===== config.mk =====
export PLATFORM = sky130hd
export DESIGN_NAME = alu_control_md
export DESIGN_NICKNAME = d
export VERILOG_FILES = /design/src/rtl/alu_ctrl_pkg.sv /design/src/rtl/md_iter_engine.sv /design/src/rtl/alu_control_md.sv
export SDC_FILE = /design/constraint.sdc
export NUM_CORES = 1
export LEC_CHECK = 0
export ABC_AREA = 1
export BUFFER_PORTS_ARGS = -buffer_cell sky130_fd_sc_hd__buf_2
export CAP_MARGIN = 10
export CORE_ASPECT_RATIO = 0.9
export CORE_MARGIN = 2
export CORE_UTILIZATION = 43
export DETAILED_ROUTE_END_ITERATION = 10
export GPL_TIMING_DRIVEN = 0
export PLACE_DENSITY = 0.69
export SKIP_LAST_GASP = 1
export SYNTH_ARGS = -nofsm -noshare
export SYNTH_HDL_FRONTEND = slang
export SYNTH_HIERARCHICAL = 1
export SYNTH_SLANG_ARGS = --single-unit

===== constraint.sdc =====
create_clock -name clk -period 2.65 [get_ports clk]
set_input_delay 0.1325 -clock clk [delete_from_list [all_inputs] [get_ports clk]]
set_output_delay 0.1325 -clock clk [all_outputs]
set_load 0.05 [all_outputs]

===== src/rtl/alu_ctrl_pkg.sv =====
// Shared constants and state type for the ALU control / multiply-divide slice.
package alu_ctrl_pkg;

    localparam logic [3:0] OP_ADD     = 4'b0010;
    localparam logic [3:0] OP_SUB     = 4'b0110;
    localparam logic [3:0] OP_AND     = 4'b0000;
    localparam logic [3:0] OP_OR      = 4'b0001;
    localparam logic [3:0] OP_NOR     = 4'b1100;
    localparam logic [3:0] OP_SLT     = 4'b0111;
    localparam logic [3:0] OP_INVALID = 4'b1111;

    localparam logic [1:0] ALUOP_ADD     = 2'b00;
    localparam logic [1:0] ALUOP_SUB     = 2'b01;
    localparam logic [1:0] ALUOP_RTYPE   = 2'b10;
    localparam logic [1:0] ALUOP_INVALID = 2'b11;

    localparam logic [5:0] FUNCT_ADD   = 6'b100000;
    localparam logic [5:0] FUNCT_SUB   = 6'b100010;
    localparam logic [5:0] FUNCT_AND   = 6'b100100;
    localparam logic [5:0] FUNCT_OR    = 6'b100101;
    localparam logic [5:0] FUNCT_NOR   = 6'b100111;
    localparam logic [5:0] FUNCT_SLT   = 6'b101010;
    localparam logic [5:0] FUNCT_MFHI  = 6'b010000;
    localparam logic [5:0] FUNCT_MFLO  = 6'b010010;
    localparam logic [5:0] FUNCT_MULT  = 6'b011000;
    localparam logic [5:0] FUNCT_MULTU = 6'b011001;
    localparam logic [5:0] FUNCT_DIV   = 6'b011010;
    localparam logic [5:0] FUNCT_DIVU  = 6'b011011;

    typedef enum logic [1:0] {
        IDLE = 2'd0,
        MUL  = 2'd1,
        DIV  = 2'd2,
        FIX  = 2'd3
    } md_state_t;

endpackage


===== src/rtl/md_iter_engine.sv =====
// Iterative multiply (shift-add) / divide (restoring) engine owning HI and LO.
// The divider is present only when ALU_CTRL_DIV_EN is defined.
module md_iter_engine
    import alu_ctrl_pkg::*;
#(
    parameter int WIDTH = 32
) (
    input  logic             clk,
    input  logic             rst,
    input  logic             start,
    input  logic             is_div,
    input  logic             is_signed,
    input  logic [WIDTH-1:0] src_a,
    input  logic [WIDTH-1:0] src_b,
    output logic             busy,
    output logic [WIDTH-1:0] hi,
    output logic [WIDTH-1:0] lo
);

    localparam int CW = $clog2(WIDTH + 1);
    localparam logic [CW-1:0] LAST_ITER = CW'(WIDTH - 1);

    md_state_t          state, state_nxt;
    logic [CW-1:0]      iter_cnt;
    logic [WIDTH:0]     acc_hi, acc_hi_nxt;
    logic [WIDTH-1:0]   acc_lo, acc_lo_nxt;
    logic [WIDTH-1:0]   opnd;
    logic               neg_lo, neg_hi;
    logic [WIDTH-1:0]   mag_a, mag_b;
    logic [WIDTH:0]     mul_sum;
    logic [2*WIDTH-1:0] mul_prod;
    logic [WIDTH-1:0]   fix_hi, fix_lo;

`ifdef ALU_CTRL_DIV_EN
    logic               is_div_q, div_zero;
    logic [WIDTH-1:0]   raw_a;
    logic [WIDTH:0]     div_shift, div_trial;
`else
    logic               unused_is_div;
    assign unused_is_div = is_div;
`endif

    function automatic logic [WIDTH-1:0] magnitude(input logic [WIDTH-1:0] x, input logic sgn);
        return (sgn && x[WIDTH-1]) ? -x : x;
    endfunction

    assign mag_a = magnitude(src_a, is_signed);
    assign mag_b = magnitude(src_b, is_signed);
    assign busy  = (state != IDLE);

    always_comb begin
        state_nxt = state;
        case (state)
            IDLE: begin
                if (start) begin
`ifdef ALU_CTRL_DIV_EN
                    state_nxt = is_div ? DIV : MUL;
`else
                    state_nxt = MUL;
`endif
                end
            end
            MUL, DIV: begin
                if (iter_cnt == LAST_ITER)
                    state_nxt = FIX;
            end
            FIX:     state_nxt = IDLE;
            default: state_nxt = IDLE;
        endcase
    end

    // One iteration step; acc_hi carries the partial product upper half or the remainder.
    always_comb begin
        mul_sum    = {1'b0, acc_hi[WIDTH-1:0]} + (acc_lo[0] ? {1'b0, opnd} : {(WIDTH+1){1'b0}});
        acc_hi_nxt = {1'b0, mul_sum[WIDTH:1]};
        acc_lo_nxt = {mul_sum[0], acc_lo[WIDTH-1:1]};
`ifdef ALU_CTRL_DIV_EN
        div_shift = {acc_hi[WIDTH-1:0], acc_lo[WIDTH-1]};
        div_trial = div_shift - {1'b0, opnd};
        if (state == DIV) begin
            if (!div_trial[WIDTH]) begin
                acc_hi_nxt = div_trial;
                acc_lo_nxt = {acc_lo[WIDTH-2:0], 1'b1};
            end else begin
                acc_hi_nxt = div_shift;
                acc_lo_nxt = {acc_lo[WIDTH-2:0], 1'b0};
            end
        end
`endif
    end

    always_comb begin
        mul_prod = {acc_hi[WIDTH-1:0], acc_lo};
        if (neg_lo)
            mul_prod = -mul_prod;
        fix_hi = mul_prod[2*WIDTH-1:WIDTH];
        fix_lo = mul_prod[WIDTH-1:0];
`ifdef ALU_CTRL_DIV_EN
        // Divide by zero bypasses the sign fix so HI keeps the raw dividend.
        if (is_div_q) begin
            if (div_zero) begin
                fix_lo = '1;
                fix_hi = raw_a;
            end else begin
                fix_lo = neg_lo ? -acc_lo : acc_lo;
                fix_hi = neg_hi ? -acc_hi[WIDTH-1:0] : acc_hi[WIDTH-1:0];
            end
        end
`endif
    end

    always_ff @(posedge clk) begin
        if (rst) begin
            state    <= IDLE;
            iter_cnt <= '0;
            acc_hi   <= '0;
            acc_lo   <= '0;
            opnd     <= '0;
            neg_lo   <= 1'b0;
            neg_hi   <= 1'b0;
            hi       <= '0;
            lo       <= '0;
`ifdef ALU_CTRL_DIV_EN
            is_div_q <= 1'b0;
            div_zero <= 1'b0;
            raw_a    <= '0;
`endif
        end else begin
            state <= state_nxt;
            case (state)
                IDLE: begin
                    if (start) begin
                        iter_cnt <= '0;
                        acc_hi   <= '0;
                        acc_lo   <= mag_b;
                        opnd     <= mag_a;
                        neg_lo   <= is_signed && (src_a[WIDTH-1] ^ src_b[WIDTH-1]);
                        neg_hi   <= is_signed && src_a[WIDTH-1];
`ifdef ALU_CTRL_DIV_EN
                        is_div_q <= is_div;
                        div_zero <= (src_b == '0);
                        raw_a    <= src_a;
                        if (is_div) begin
                            acc_lo <= mag_a;
                            opnd   <= mag_b;
                        end
`endif
                    end
                end
                MUL, DIV: begin
                    acc_hi   <= acc_hi_nxt;
                    acc_lo   <= acc_lo_nxt;
                    iter_cnt <= iter_cnt + CW'(1);
                end
                FIX: begin
                    hi       <= fix_hi;
                    lo       <= fix_lo;
                    iter_cnt <= '0;
                end
                default: ;
            endcase
        end
    end

endmodule


===== src/rtl/alu_control_md.sv =====
// ALU control decode with multiply/divide interlock; ALU_CTRL_DIV_EN enables div/divu.
module alu_control_md
    import alu_ctrl_pkg::*;
#(
    parameter int WIDTH = 32
) (
    input  logic             clk,
    input  logic             rst,
    input  logic             valid_in,
    input  logic [1:0]       alu_op,
    input  logic [5:0]       funct,
    input  logic [WIDTH-1:0] src_a,
    input  logic [WIDTH-1:0] src_b,
    output logic [3:0]       operation,
    output logic             md_sel,
    output logic [WIDTH-1:0] md_rdata,
    output logic             busy,
    output logic             stall
);

    logic             is_rtype, is_mult, is_div, is_md, is_mfhi, is_mflo;
    logic             md_signed, md_start;
    logic [WIDTH-1:0] hi, lo;

    assign is_rtype = (alu_op == ALUOP_RTYPE);
    assign is_mult  = is_rtype && (funct == FUNCT_MULT || funct == FUNCT_MULTU);
`ifdef ALU_CTRL_DIV_EN
    assign is_div   = is_rtype && (funct == FUNCT_DIV || funct == FUNCT_DIVU);
`else
    assign is_div   = 1'b0;
`endif
    assign is_md     = is_mult || is_div;
    assign is_mfhi   = is_rtype && (funct == FUNCT_MFHI);
    assign is_mflo   = is_rtype && (funct == FUNCT_MFLO);
    assign md_signed = (funct == FUNCT_MULT) || (funct == FUNCT_DIV);

    assign md_start = valid_in && is_md && !busy;
    assign stall    = valid_in && (is_md || is_mfhi || is_mflo) && busy;
    assign md_sel   = is_mfhi || is_mflo;
    assign md_rdata = is_mfhi ? hi : (is_mflo ? lo : '0);

    always_comb begin
        operation = OP_INVALID;
        case (alu_op)
            ALUOP_ADD:     operation = OP_ADD;
            ALUOP_SUB:     operation = OP_SUB;
            ALUOP_INVALID: operation = OP_INVALID;
            ALUOP_RTYPE: begin
                case (funct)
                    FUNCT_ADD:   operation = OP_ADD;
                    FUNCT_SUB:   operation = OP_SUB;
                    FUNCT_AND:   operation = OP_AND;
                    FUNCT_OR:    operation = OP_OR;
                    FUNCT_NOR:   operation = OP_NOR;
                    FUNCT_SLT:   operation = OP_SLT;
                    FUNCT_MFHI, FUNCT_MFLO, FUNCT_MULT, FUNCT_MULTU:
                                 operation = OP_AND;
`ifdef ALU_CTRL_DIV_EN
                    FUNCT_DIV, FUNCT_DIVU:
                                 operation = OP_AND;
`endif
                    default:     operation = OP_INVALID;
                endcase
            end
            default: operation = OP_INVALID;
        endcase
    end

    md_iter_engine #(.WIDTH(WIDTH)) u_engine (
        .clk       (clk),
        .rst       (rst),
        .start     (md_start),
        .is_div    (is_div),
        .is_signed (md_signed),
        .src_a     (src_a),
        .src_b     (src_b),
        .busy      (busy),
        .hi        (hi),
        .lo        (lo)
    );

endmodule


==> results.cfg, run 1 <==
[synth]
synth_area_mm2 = 0.0141
synth_cells = 2476
avgSynthCellArea_um2 = 5.69
syn-num-nets = 2590
yosysWarningCount = 6

[placement]
portBuffers = 112
place_hpwl_um = 43200
gp_routability_congestion = 1.01
placedCellCount = 3004

[route]
drt_iter0_drc = 1552
num_vias = 16200
routed_wl_um = 52700
drc = 0
viasPerCell = 5.31
ant_nets = 0
dr.pass1.iters = 8
routedWlPerCell_um = 17.3

[finish]
regArea_mm2 = 0.00338
area_growth_pct = 12.6
finalNonFillerCells = 3042
nNetsFinal = 2727
num_antenna_cells = 0
multiInputGateArea_mm2 = 0.00903
fillers = 3474
final_util = 0.494
drive_gt1_frac = 0.110

[power]
p_int_mw = 4.26
p_per_area_mw_per_mm2 = 384
power_frac_seq = 0.420
p_leak_nw = 8.51
peakVddDrop_mv = 0.452
pwr-share-comb = 0.151
switching_share = 0.302
p_sw_mw = 1.84
p_clk_frac = 0.429

[global_route]
gr-total-overflow = 0
grt_pass1_vias = 14700
grt_max_degree = 17
grt_first_pass_wirelength_um = 81800
grt_antenna_before_repair = 0
grtUsageTotal = 0.308

[sta]
drv_slew = 0
finalSetupViolCount = 0
fin_crit_sh = 0.940
fin_crit_ns = 2.49
hold_violations = 0
tns_ns = 0
fmax_ghz = 0.401
fin_worst_skew_ns = 0.0174
rsz0062_at_grt = yes
slew_headroom = 0.360
hold_slack_ns = 0.0225
worst_pin_slew_ns = 0.960

[floorplan]
num_io_pins = 114
dieWidth_um = 195
coreArea_mm2 = 0.0321
die_h_um = 176
rows = 62
start_util = 0.439
die_area_mm2 = 0.0342

[run]
maxCapViolations = 0

[hold_path]
min_from = src_a[7]
hp-class = input port to register
min_to = u_engine/opnd[7]
worstHoldPathCells = 3

[worst_setup_path]
reg2reg_depth = 15
arrival_ns = 2.80
worst_setup_path_end_kind = register
start_kind = register
rr_startpoint = u_engine/acc_lo[0]
worst_ep_required_time_ns = 2.96
crit_fanout = 10
reg2reg_slack_ns = 0.16
r2r-end = u_engine/acc_hi[28]
criticalPathCategory = register to register

[clock_tree]
cts_buffers = 17
clk_pin_slew_ns = 0.08
cts_tree = done
cts-root-buf = clkbuf_16
cts_htree_levels = 4
clock_sinks = 169
cts_setup_buffers = 0
cts.path.max_buffers = 2
clk_latency_ns = 0.45

[status]
status = finished clean
## critical path, cell delays in order (launching register included)
cell,delay (ns)
dfxtp_1,0.30
clkbuf_4,0.17
buf_2,0.19
nand2_1,0.07
inv_1,0.05
ha_1,0.35
nand2_1,0.13
nor2_1,0.27
and2_1,0.17
nand2_1,0.05
nand2_1,0.17
nand2_1,0.16
nand2_1,0.09
nand2_1,0.05
nand3_1,0.07
a21oi_1,0.07
## power groups by stage
stage,combinational (mW),clock [mW],sequential (mW)
3_3_place_gp,0.878,0,2.62
6_report,0.920,2.62,2.56
5_1_grt,0.999,2.75,2.56
4_1_cts,0.894,2.66,2.56
2_1_floorplan,0.558,0,2.62
3_5_place_dp,0.882,0,2.62
## sequential cells by signal (all words and copies together) (netlist names)
register	count
u_engine/lo	32
u_engine/state	2
u_engine/acc_hi	32
u_engine/hi	32
u_engine/opnd	32
u_engine/iter_cnt	6
u_engine/acc_lo	32
u_engine/neg_lo	1
## cell usage in the layout (no fill, tap or decap), drive strengths merged, types with 10 or more instances in the layout
master and count:
o21ai 124, nand2 806, clkbuf 74, o211ai 18, xor2 32, nand3b 19, nand4 19, dfxtp 169
nand3 207, o221ai 12, nor2 379, xnor2 10, a21oi 164, ha 38, nor3 20, inv 342
buf 141
## worst max path at each step
| stage | startpoint | endpoint | slack, ns | depth (start not counted) |
|---|---|---|---|---|
| after floorplan | u_engine/acc_lo[0] | u_engine/acc_hi[27] | 0.44 | 17 |
| after global placement | alu_op[0] | u_engine/acc_lo[27] | -0.24 | 13 |
| after detailed placement | funct[3] | u_engine/acc_lo[1] | -0.23 | 10 |
| after CTS | u_engine/acc_lo[0] | u_engine/acc_hi[31] | 0.04 | 18 |
| after global routing | u_engine/acc_lo[0] | u_engine/acc_hi[30] | -0.09 | 15 |
| final | u_engine/acc_lo[0] | u_engine/acc_hi[28] | 0.16 | 15 |
## per-stage QoR
stage	setup WS, ns	area (µm²)	total power, mW
after global placement	-0.240	15200	3.50
after CTS	0.0401	15800	6.11
after floorplan	0.440	14100	3.17
final	0.158	15900	6.10
after detailed placement	-0.232	15200	3.50
after global routing	-0.0861	15900	6.31
## area by class of cell
cell class | count | share of cell area
Buffer | 85 | 0.0281
Multi-Input combinational cell | 1885 | 0.569
Clock inverter | 14 | 0.0101
Sequential cell | 169 | 0.213
Inverter | 337 | 0.0800
Timing Repair Buffer | 118 | 0.0391
Tap cell | 416 | 0.0328
Clock buffer | 18 | 0.0277
## timing repair
item                       CTS  global route
setup endpoints to repair   13            62
hold endpoints to repair     6             0
resized for setup            3            16
hold buffers                 6             0
## layer usage
| metal | up-vias | track usage | routed length (µm) |
|---|---|---|---|
| met4 | 0 | 0.0919 | 1320 |
| li1 | 8101 | - | - |
| met3 | 68 | 0.0728 | 5060 |
| met5 | - | 0 | 0 |
| met2 | 653 | 0.478 | 22200 |
| met1 | 7336 | 0.424 | 24100 |
No activity file was read; power rests on OpenSTA's default activity.
==> run 2, diff against run 1 <==
Settings changed: CORE_UTILIZATION 43 to 29, PLACE_DENSITY 0.69 to 0.54.
==> results.cfg, run 2 (synthesis gave the netlist of run 1 again) <==
[floorplan]
die_area_mm2 = 0.0504
rows = 76
start_util = 0.294
coreArea_mm2 = 0.0479
num_io_pins = 114
die_h_um = 213
dieWidth_um = 236

[global_route]
grt_first_pass_wirelength_um = 85300
gr-total-overflow = 0
grt_antenna_before_repair = 2
grtUsageTotal = 0.221
grt_pass1_vias = 14900
grt_max_degree = 17

[power]
peakVddDrop_mv = 0.450
p_per_area_mw_per_mm2 = 375
p_leak_nw = 8.53

[route]
viasPerCell = 4.90
routedWlPerCell_um = 17.0
num_vias = 16000
routed_wl_um = 55300
ant_nets = 0
dr.pass1.iters = 5
drc = 0
drt_iter0_drc = 1468

[sta]
drv_slew = 0
fmax_ghz = 0.393
worst_pin_slew_ns = 1.01
slew_headroom = 0.328
fin_crit_sh = 0.961
hold_violations = 0
setup_ws_ns = 0.104
fin_worst_skew_ns = 0.0110
finalSetupViolCount = 0
rsz0062_at_grt = yes
fin_crit_ns = 2.55
tns_ns = 0

[finish]
drive_gt1_frac = 0.110
final_common_cell = nand2_1
nNetsFinal = 2733
finalNonFillerCells = 3256
layout_common_cells = 772 x nand2_1, 344 x nor2_1, 318 x inv_1
area_growth_pct = 15.1

[status]
status = finished clean

[clock_tree]
cts.path.max_buffers = 2
cts_htree_levels = 4
cts_buffers = 17
clk_latency_ns = 0.46
clock_sinks = 169
clk_pin_slew_ns = 0.07
cts-root-buf = clkbuf_16
cts_setup_buffers = 0
cts_tree = done

[worst_setup_path]
start_kind = register
arrival_ns = 2.86
worst_setup_path_end_kind = register
criticalPathCategory = register to register
crit_fanout = 10
worst_ep_required_time_ns = 2.97

[placement]
place_hpwl_um = 46200
portBuffers = 112
dp_slack_ns = -0.536
placedCellCount = 3212
gp_routability_congestion = 0.949

[hold_path]
hp-class = input port to register

[run]
maxCapViolations = 0
==> run 2: final timing paths <==
path | from | end | slack [ns] | depth (start not counted)
worst max-delay path | u_engine/state[0] | u_engine/acc_lo[1] | 0.10 | 9
worst min register to register | u_engine/iter_cnt[5] | u_engine/iter_cnt[5] | 0.46 | 1
worst min-delay path | src_a[4] | u_engine/opnd[4] | 0.01 | 3
worst max register to register | u_engine/state[0] | u_engine/acc_lo[1] | 0.10 | 9
==> run 2: timing repair <==
action / in CTS / in global routing
setup endpoints to repair: 66 / 47
hold buffers: 12 / 0
endpoints found under the hold margin: 12 / 0
gates resized for setup: 5 / 21
==> run 2: area by class of cell <==
type                       instances  area [µm²]
sequential                       169        3380
fill                            5448       31700
tap                              624         781
clock inverter                    12         149
multi-input combinational       1885        9060
timing repair buffer             124         681
inverter                         337        1270
antenna                            1        2.50
buffer                            85         450
clock buffer                      19         443
==> run 2: power breakdown <==
group	internal [mW]	total, mW	switching [mW]
Clock	1.50	2.60	1.10
Combinational	0.273	0.918	0.645
Sequential	2.55	2.56	0.0130
Total	4.32	6.08	1.76
==> run 2: critical path, cell delays in order (launching register included) <==
cell      delay, ns
dfxtp_1        0.31
inv_1          0.08
ha_1           0.31
inv_2          0.13
nor3b_4        0.31
nand2_4        0.18
o21ai_4        0.19
inv_2          0.17
buf_2          0.25
a221oi_1       0.47
==> run 2: through the flow <==
stage               hold WS [ns]  instance area (µm²)  power, mW   util
floorplan                  0.282                14100       3.17      -
global placement           0.427                15400       3.50  0.322
detailed placement         0.431                15400       3.50  0.322
CTS                      0.00295                16200       6.11  0.337
global route             0.00530                16200       6.32  0.338
finish                    0.0117                16200       6.08  0.338
==> run 2: routing by layer <==
metal / GRT usage / part of all wire / up-vias
li1: - / - / 8111
met1: 0.311 / 0.49 / 7225
met2: 0.341 / 0.42 / 542
met3: 0.0420 / 0.071 / 74
met4: 0.0657 / 0.026 / 0
met5: 0 / 0 / -
